## src/rtl/lsu_pkg.sv

```systemverilog
// Shared opcode constants, FSM state encoding and access-size decode for the load/store unit.
package lsu_pkg;

  localparam logic [5:0] OP_LBZ = 6'd34;
  localparam logic [5:0] OP_LHZ = 6'd40;
  localparam logic [5:0] OP_LWZ = 6'd32;
  localparam logic [5:0] OP_LD  = 6'd58;
  localparam logic [5:0] OP_STB = 6'd38;
  localparam logic [5:0] OP_STH = 6'd44;
  localparam logic [5:0] OP_STW = 6'd36;
  localparam logic [5:0] OP_STD = 6'd62;

  typedef enum logic [1:0] {IDLE, MEM, RESP} state_t;

  // Access size in bytes; 0 marks an opcode this unit does not execute.
  function automatic logic [3:0] op_size(input logic [5:0] op);
    case (op)
      OP_LBZ, OP_STB: op_size = 4'd1;
      OP_LHZ, OP_STH: op_size = 4'd2;
      OP_LWZ, OP_STW: op_size = 4'd4;
      OP_LD,  OP_STD: op_size = 4'd8;
      default:        op_size = 4'd0;
    endcase
  endfunction

  function automatic logic op_is_store(input logic [5:0] op);
    op_is_store = (op == OP_STB) || (op == OP_STH) || (op == OP_STW) || (op == OP_STD);
  endfunction

endpackage

```

## src/rtl/lsu_align.sv

```systemverilog
// Combinational size masking: zero-extends store data and load data from the access size.
module lsu_align (
  input  logic [3:0]  st_size,
  input  logic [63:0] st_in,
  output logic [63:0] st_out,
  input  logic [3:0]  ld_size,
  input  logic [63:0] ld_in,
  output logic [63:0] ld_out
);

  function automatic logic [63:0] zext(input logic [3:0] size, input logic [63:0] d);
    case (size)
      4'd1:    zext = {56'd0, d[7:0]};
      4'd2:    zext = {48'd0, d[15:0]};
      4'd4:    zext = {32'd0, d[31:0]};
      default: zext = d;
    endcase
  endfunction

  assign st_out = zext(st_size, st_in);
  assign ld_out = zext(ld_size, ld_in);

endmodule

```

## src/rtl/load_store_unit.sv

```systemverilog
// Single-outstanding load/store unit with memory timeout; define LSU_MISALIGN_TRAP_EN
// to fault misaligned accesses instead of forwarding them to memory.
module load_store_unit
  import lsu_pkg::*;
#(
  parameter int TIMEOUT = 255
) (
  input  logic        clk,
  input  logic        rst,
  input  logic        req_valid,
  output logic        req_ready,
  input  logic [5:0]  req_opcode,
  input  logic [63:0] req_base,
  input  logic [15:0] req_disp,
  input  logic [63:0] req_wdata,
  input  logic [4:0]  req_rd,
  output logic [63:0] mem_addr,
  output logic [63:0] mem_wdata,
  output logic [5:0]  mem_opcode,
  output logic        mem_read,
  output logic        mem_write,
  input  logic [63:0] mem_rdata,
  input  logic        mem_ack,
  output logic        wb_valid,
  input  logic        wb_ready,
  output logic [4:0]  wb_rd,
  output logic [63:0] wb_data,
  output logic        fault
);

  localparam int CW = (TIMEOUT < 2) ? 1 : $clog2(TIMEOUT);

  state_t        state;
  logic [CW-1:0] tmo_cnt;
  logic [4:0]    rd_q;

  logic [3:0]  acc_size;
  logic        acc_store;
  logic        acc_ok;
  logic        misalign;
  logic [15:0] disp_eff;
  logic [63:0] ea;
  logic [63:0] st_data;
  logic [63:0] ld_data;

  assign acc_size  = op_size(req_opcode);
  assign acc_store = op_is_store(req_opcode);
  // Doubleword forms are DS-form: the low two displacement bits are opcode extension, not offset.
  assign disp_eff  = (req_opcode == OP_LD || req_opcode == OP_STD) ? {req_disp[15:2], 2'b00} : req_disp;
  assign ea        = req_base + {{48{disp_eff[15]}}, disp_eff};

`ifdef LSU_MISALIGN_TRAP_EN
  assign misalign = |(ea[2:0] & (acc_size[2:0] - 3'd1));
`else
  assign misalign = 1'b0;
`endif

  assign acc_ok = (acc_size != 4'd0) && !misalign;

  lsu_align u_align (
    .st_size (acc_size),
    .st_in   (req_wdata),
    .st_out  (st_data),
    .ld_size (op_size(mem_opcode)),
    .ld_in   (mem_rdata),
    .ld_out  (ld_data)
  );

  always_ff @(posedge clk or posedge rst) begin
    if (rst) begin
      state      <= IDLE;
      tmo_cnt    <= '0;
      rd_q       <= '0;
      req_ready  <= 1'b1;
      mem_addr   <= '0;
      mem_wdata  <= '0;
      mem_opcode <= '0;
      mem_read   <= 1'b0;
      mem_write  <= 1'b0;
      wb_valid   <= 1'b0;
      wb_rd      <= '0;
      wb_data    <= '0;
      fault      <= 1'b0;
    end else begin
      fault <= 1'b0;
      case (state)
        IDLE: begin
          if (req_valid) begin
            if (acc_ok) begin
              state      <= MEM;
              req_ready  <= 1'b0;
              tmo_cnt    <= '0;
              rd_q       <= req_rd;
              mem_addr   <= ea;
              mem_wdata  <= st_data;
              mem_opcode <= req_opcode;
              mem_read   <= !acc_store;
              mem_write  <= acc_store;
            end else begin
              fault <= 1'b1;
            end
          end
        end
        MEM: begin
          // An ack on the final counted cycle completes normally rather than timing out.
          if (mem_ack) begin
            mem_read  <= 1'b0;
            mem_write <= 1'b0;
            if (mem_write) begin
              state     <= IDLE;
              req_ready <= 1'b1;
            end else begin
              state    <= RESP;
              wb_valid <= 1'b1;
              wb_data  <= ld_data;
              wb_rd    <= rd_q;
            end
          end else if (tmo_cnt == CW'(TIMEOUT - 1)) begin
            mem_read  <= 1'b0;
            mem_write <= 1'b0;
            fault     <= 1'b1;
            state     <= IDLE;
            req_ready <= 1'b1;
          end else begin
            tmo_cnt <= tmo_cnt + 1'b1;
          end
        end
        RESP: begin
          if (wb_ready) begin
            wb_valid  <= 1'b0;
            state     <= IDLE;
            req_ready <= 1'b1;
          end
        end
        default: begin
          state     <= IDLE;
          req_ready <= 1'b1;
        end
      endcase
    end
  end

endmodule

```

## config.mk

```make
export PLATFORM = sky130hd
export DESIGN_NAME = load_store_unit
export DESIGN_NICKNAME = d
export VERILOG_FILES = /design/src/rtl/lsu_pkg.sv /design/src/rtl/lsu_align.sv /design/src/rtl/load_store_unit.sv
export SDC_FILE = /design/constraint.sdc
export NUM_CORES = 1
export LEC_CHECK = 0
export CAP_MARGIN = 20
export CORE_ASPECT_RATIO = 1.4
export CORE_MARGIN = 3
export CORE_UTILIZATION = 45
export DETAILED_ROUTE_END_ITERATION = 12
export GPL_ROUTABILITY_DRIVEN = 0
export MAX_ROUTING_LAYER = met4
export PLACE_DENSITY = 0.85
export SLEW_MARGIN = 15
export SYNTH_ARGS = -nofsm -noshare
export SYNTH_HDL_FRONTEND = slang
export SYNTH_SLANG_ARGS = --single-unit
```

## constraint.sdc

```tcl
create_clock -name clk -period 19.45 [get_ports clk]
set_clock_uncertainty 0.05 [all_clocks]
set_input_delay 3.89 -clock clk [delete_from_list [all_inputs] [get_ports clk]]
set_output_delay 3.89 -clock clk [all_outputs]
set_load 0.1 [all_outputs]
```

==> flow_metrics.tcl <==
set metrics [dict create \
    clock_latency_ns 0.51 \
    p_total_mw 2.891 \
    fin_ws_ns 11.91 \
    whs_path_depth 2 \
    r2r_end "wb_data[10]" \
    synth_cells 1279 \
    final_common_cell "clkdlybuf4s50_1" \
    coreArea_mm2 0.02628 \
    reg2reg_slack_ns 16.41 \
    antenna_found_initial 3 \
    dp_slack_ns 11.47 \
    clockRootBuffer "clkbuf_16" \
    grt_first_pass_wirelength_um 65070 \
    synth_ff_type "dfrtp_1" \
    layout.nets 1968 \
    cellPowerDensity_mw_per_mm2 167.0 \
    clkSinkCount 223 \
    clkTransAtPathRegs_ns 0.06 \
    area_growth_pct 43.01 \
    cp_data_required_time_ns 19.85 \
    critical_path_arrival_ns 7.93 \
    min_period_over_period 0.3876 \
    drt-wirelength-per-cell_um 21.62 \
    chipWidth_um 144.6 \
    maxSlewViolCount 0 \
    die_area_mm2 0.02893 \
    pin_count 432 \
    first_pass_iters 5 \
    cp-start-kind "input port" \
    tritoncts "built" \
    initial_core_util 0.4606 \
    cts_buffer_depth 3 \
    hold_buffers 0 \
    syn_avg_cell_area_um2 9.463 \
    vias 11677 \
    drcViolationCount 0 \
    layout_common_cells "430 x clkdlybuf4s50_1, 239 x nand2_1, 222 x dfrtp_1" \
    wl_met2_um 21300 \
    syn_area_mm2 0.01210 \
    htreeDepth 1 \
    drive_gt1_frac 0.05608 \
    overflow 0 \
    fmax_mhz 132.7 \
    seq_area_frac_synth 0.4612 \
    p_leak_nw 7.695 \
    synth_edf_count 0 \
    reg2regPathDepth 5 \
    final_cell_count_no_fill 2023 \
    hold_class "flop to flop" \
    placedCellCount 1976 \
    finalSetupViolCount 0 \
    min_from "mem_wdata[56]" \
    setup_tns_ns 0 \
    grt_start_max_net_pins 145 \
    fillerInstances 2053 \
    highest_layer "met4" \
    status "finished, final reports clean" \
    first_global_vias 11781 \
    post_cts_resized 0 \
    first_iter_violations 841 \
    irDropWorstVdd_uv 99.65 \
    fin_crit_ns 7.538 \
    drt-met1-wl_um 15290 \
    min_to "mem_wdata[56]" \
    ys_types 80 \
    grt.total_usage 0.2981 \
    hold_viol 0 \
    relSlewSlack 0.2031 \
    syn-num-nets 1569 \
    rsz0062_at_grt "no" \
    dp_hpwl_um 33040 \
    antenna_left 0 \
    port_buffers 431 \
    ys_seq_elements 223 \
    totalWireLength_um 43740 \
    path_max_fanout 36 \
    cts_made_buffers 23 \
    postCtsSetupBuffers 0 \
    yosysWarnings 0 \
    worst_pin_slew_ns 1.192 \
    drt-vias-per-instance 5.772 \
    reg2reg_from "state[1]" \
    dieHeight_um 200.0 \
    rows 70 \
    maxCapViolations 0 \
    met3_length_um 4986 \
    synthArstFlopShare 1.000 \
    end_kind "flop" \
    path_class "input port to flop" \
]
## where the power goes
| part | switching [mW] | total, mW | internal [mW] | leakage (nW) |
|---|---|---|---|---|
| clock | 0.194 | 0.439 | 0.245 | 0.358 |
| combinational | 1.34 | 1.75 | 0.408 | 4.48 |
| sequential | 0.0937 | 0.705 | 0.611 | 2.86 |
## through the flow
stage | hold WS [ns] | cell area, um2 | utilization
after detailed placement | 0.4042 | 16540 | 0.6296
final | 0.4157 | 17310 | 0.6587
after floorplan | 0.3917 | 12100 | -
after CTS | 0.4188 | 17280 | 0.6575
after global routing | 0.4372 | 17300 | 0.6585
after global placement | 0.3992 | 16540 | 0.6296
## layer usage
metal  track usage  vias up
li1              -     5409
met2        0.4889      557
met1        0.3197     5585
met3        0.1075      126
met4        0.1421        0
met5             -        -
## synthesized netlist by cell type, types with 4 or more instances
| cell | count | area [um2] |
|---|---|---|
| nand2b_1 | 5 | 31.28 |
| o211ai_1 | 5 | 37.54 |
| nand3_1 | 51 | 255.2 |
| xor2_1 | 27 | 236.5 |
| o21ai_0 | 94 | 470.5 |
| o31ai_1 | 7 | 52.55 |
| o21ai_1 | 4 | 20.02 |
| xnor2_1 | 31 | 271.5 |
| ha_1 | 65 | 813.3 |
| a31oi_1 | 4 | 25.02 |
| and3_2 | 4 | 30.03 |
| mux2_2 | 14 | 157.7 |
| inv_1 | 27 | 101.4 |
| dfrtp_1 | 222 | 5555 |
| a21o_1 | 23 | 172.7 |
| or2_2 | 4 | 25.02 |
| nand2_1 | 240 | 900.9 |
| nor2_1 | 49 | 183.9 |
| or4_1 | 5 | 37.54 |
| nor3b_1 | 4 | 30.03 |
| o21a_1 | 5 | 37.54 |
| nor2b_1 | 9 | 56.30 |
| clkbuf_1 | 49 | 183.9 |
| nor3_1 | 19 | 95.09 |
| nand4_1 | 25 | 156.4 |
| o21bai_1 | 17 | 127.6 |
| and2_1 | 4 | 25.02 |
| buf_4 | 4 | 30.03 |
| a21oi_1 | 95 | 475.5 |
| a211oi_1 | 6 | 45.04 |
| a22o_1 | 80 | 700.7 |
| or3_1 | 8 | 50.05 |
| a21boi_0 | 7 | 52.55 |
## logic make-up after synthesis
logic type,Yosys count,share of synthesized area
xor+xnor,58,0.04197
simple gates,442,0.1651
compound gates,382,0.2113
fa+ha+maj,66,0.06885
buf+inv,94,0.03856
mux,14,0.01303
flops,223,0.4612
## critical path: stages
cell and delay [ns]:
clkdlybuf4s50_1 0.45, buf_4 0.33, nand3_1 0.15, nor2_1 0.31
nor2b_1 0.15, ha_1 0.30, a21oi_1 0.07, nor2_1 0.16
o21ai_1 0.13, o31ai_1 0.53, a21oi_1 0.33, o211ai_2 0.42
a21oi_1 0.13, or4_1 0.48, nand3_1 0.09
## sequential cells by signal, summed over array words and instances, names as in the netlist
register / count
fault: 1
mem_opcode: 6
req_ready: 1
rd_q: 5
tmo_cnt: 8
wb_valid: 1
wb_data: 64
mem_wdata: 64
wb_rd: 5
mem_read: 1
mem_write: 1
mem_addr: 64
state: 2
## worst max-delay path by stage
stage                  startpoint           end  slack, ns
floorplan                     rst         fault       9.41
global placement    req_opcode[4]  mem_addr[61]      11.54
detailed placement  req_opcode[4]  mem_addr[61]      11.47
CTS                 req_opcode[4]  mem_addr[61]      12.01
global route        req_opcode[4]  mem_addr[61]      11.71
finish              req_opcode[4]  mem_addr[61]      11.91
## area by class of cell
type | count | area [um2] | area share
Antenna cell | 5 | 12.51 | 0.0007229
Clock buffer | 25 | 583.1 | 0.03369
Tap cell | 324 | 405.4 | 0.02342
Inverter | 27 | 108.9 | 0.006289
Timing Repair Buffer | 441 | 4397 | 0.2540
Multi-Input combinational cell | 962 | 6071 | 0.3508
Sequential cell | 223 | 5582 | 0.3225
Clock inverter | 16 | 148.9 | 0.008603
Power figures use the tool's default switching activity.
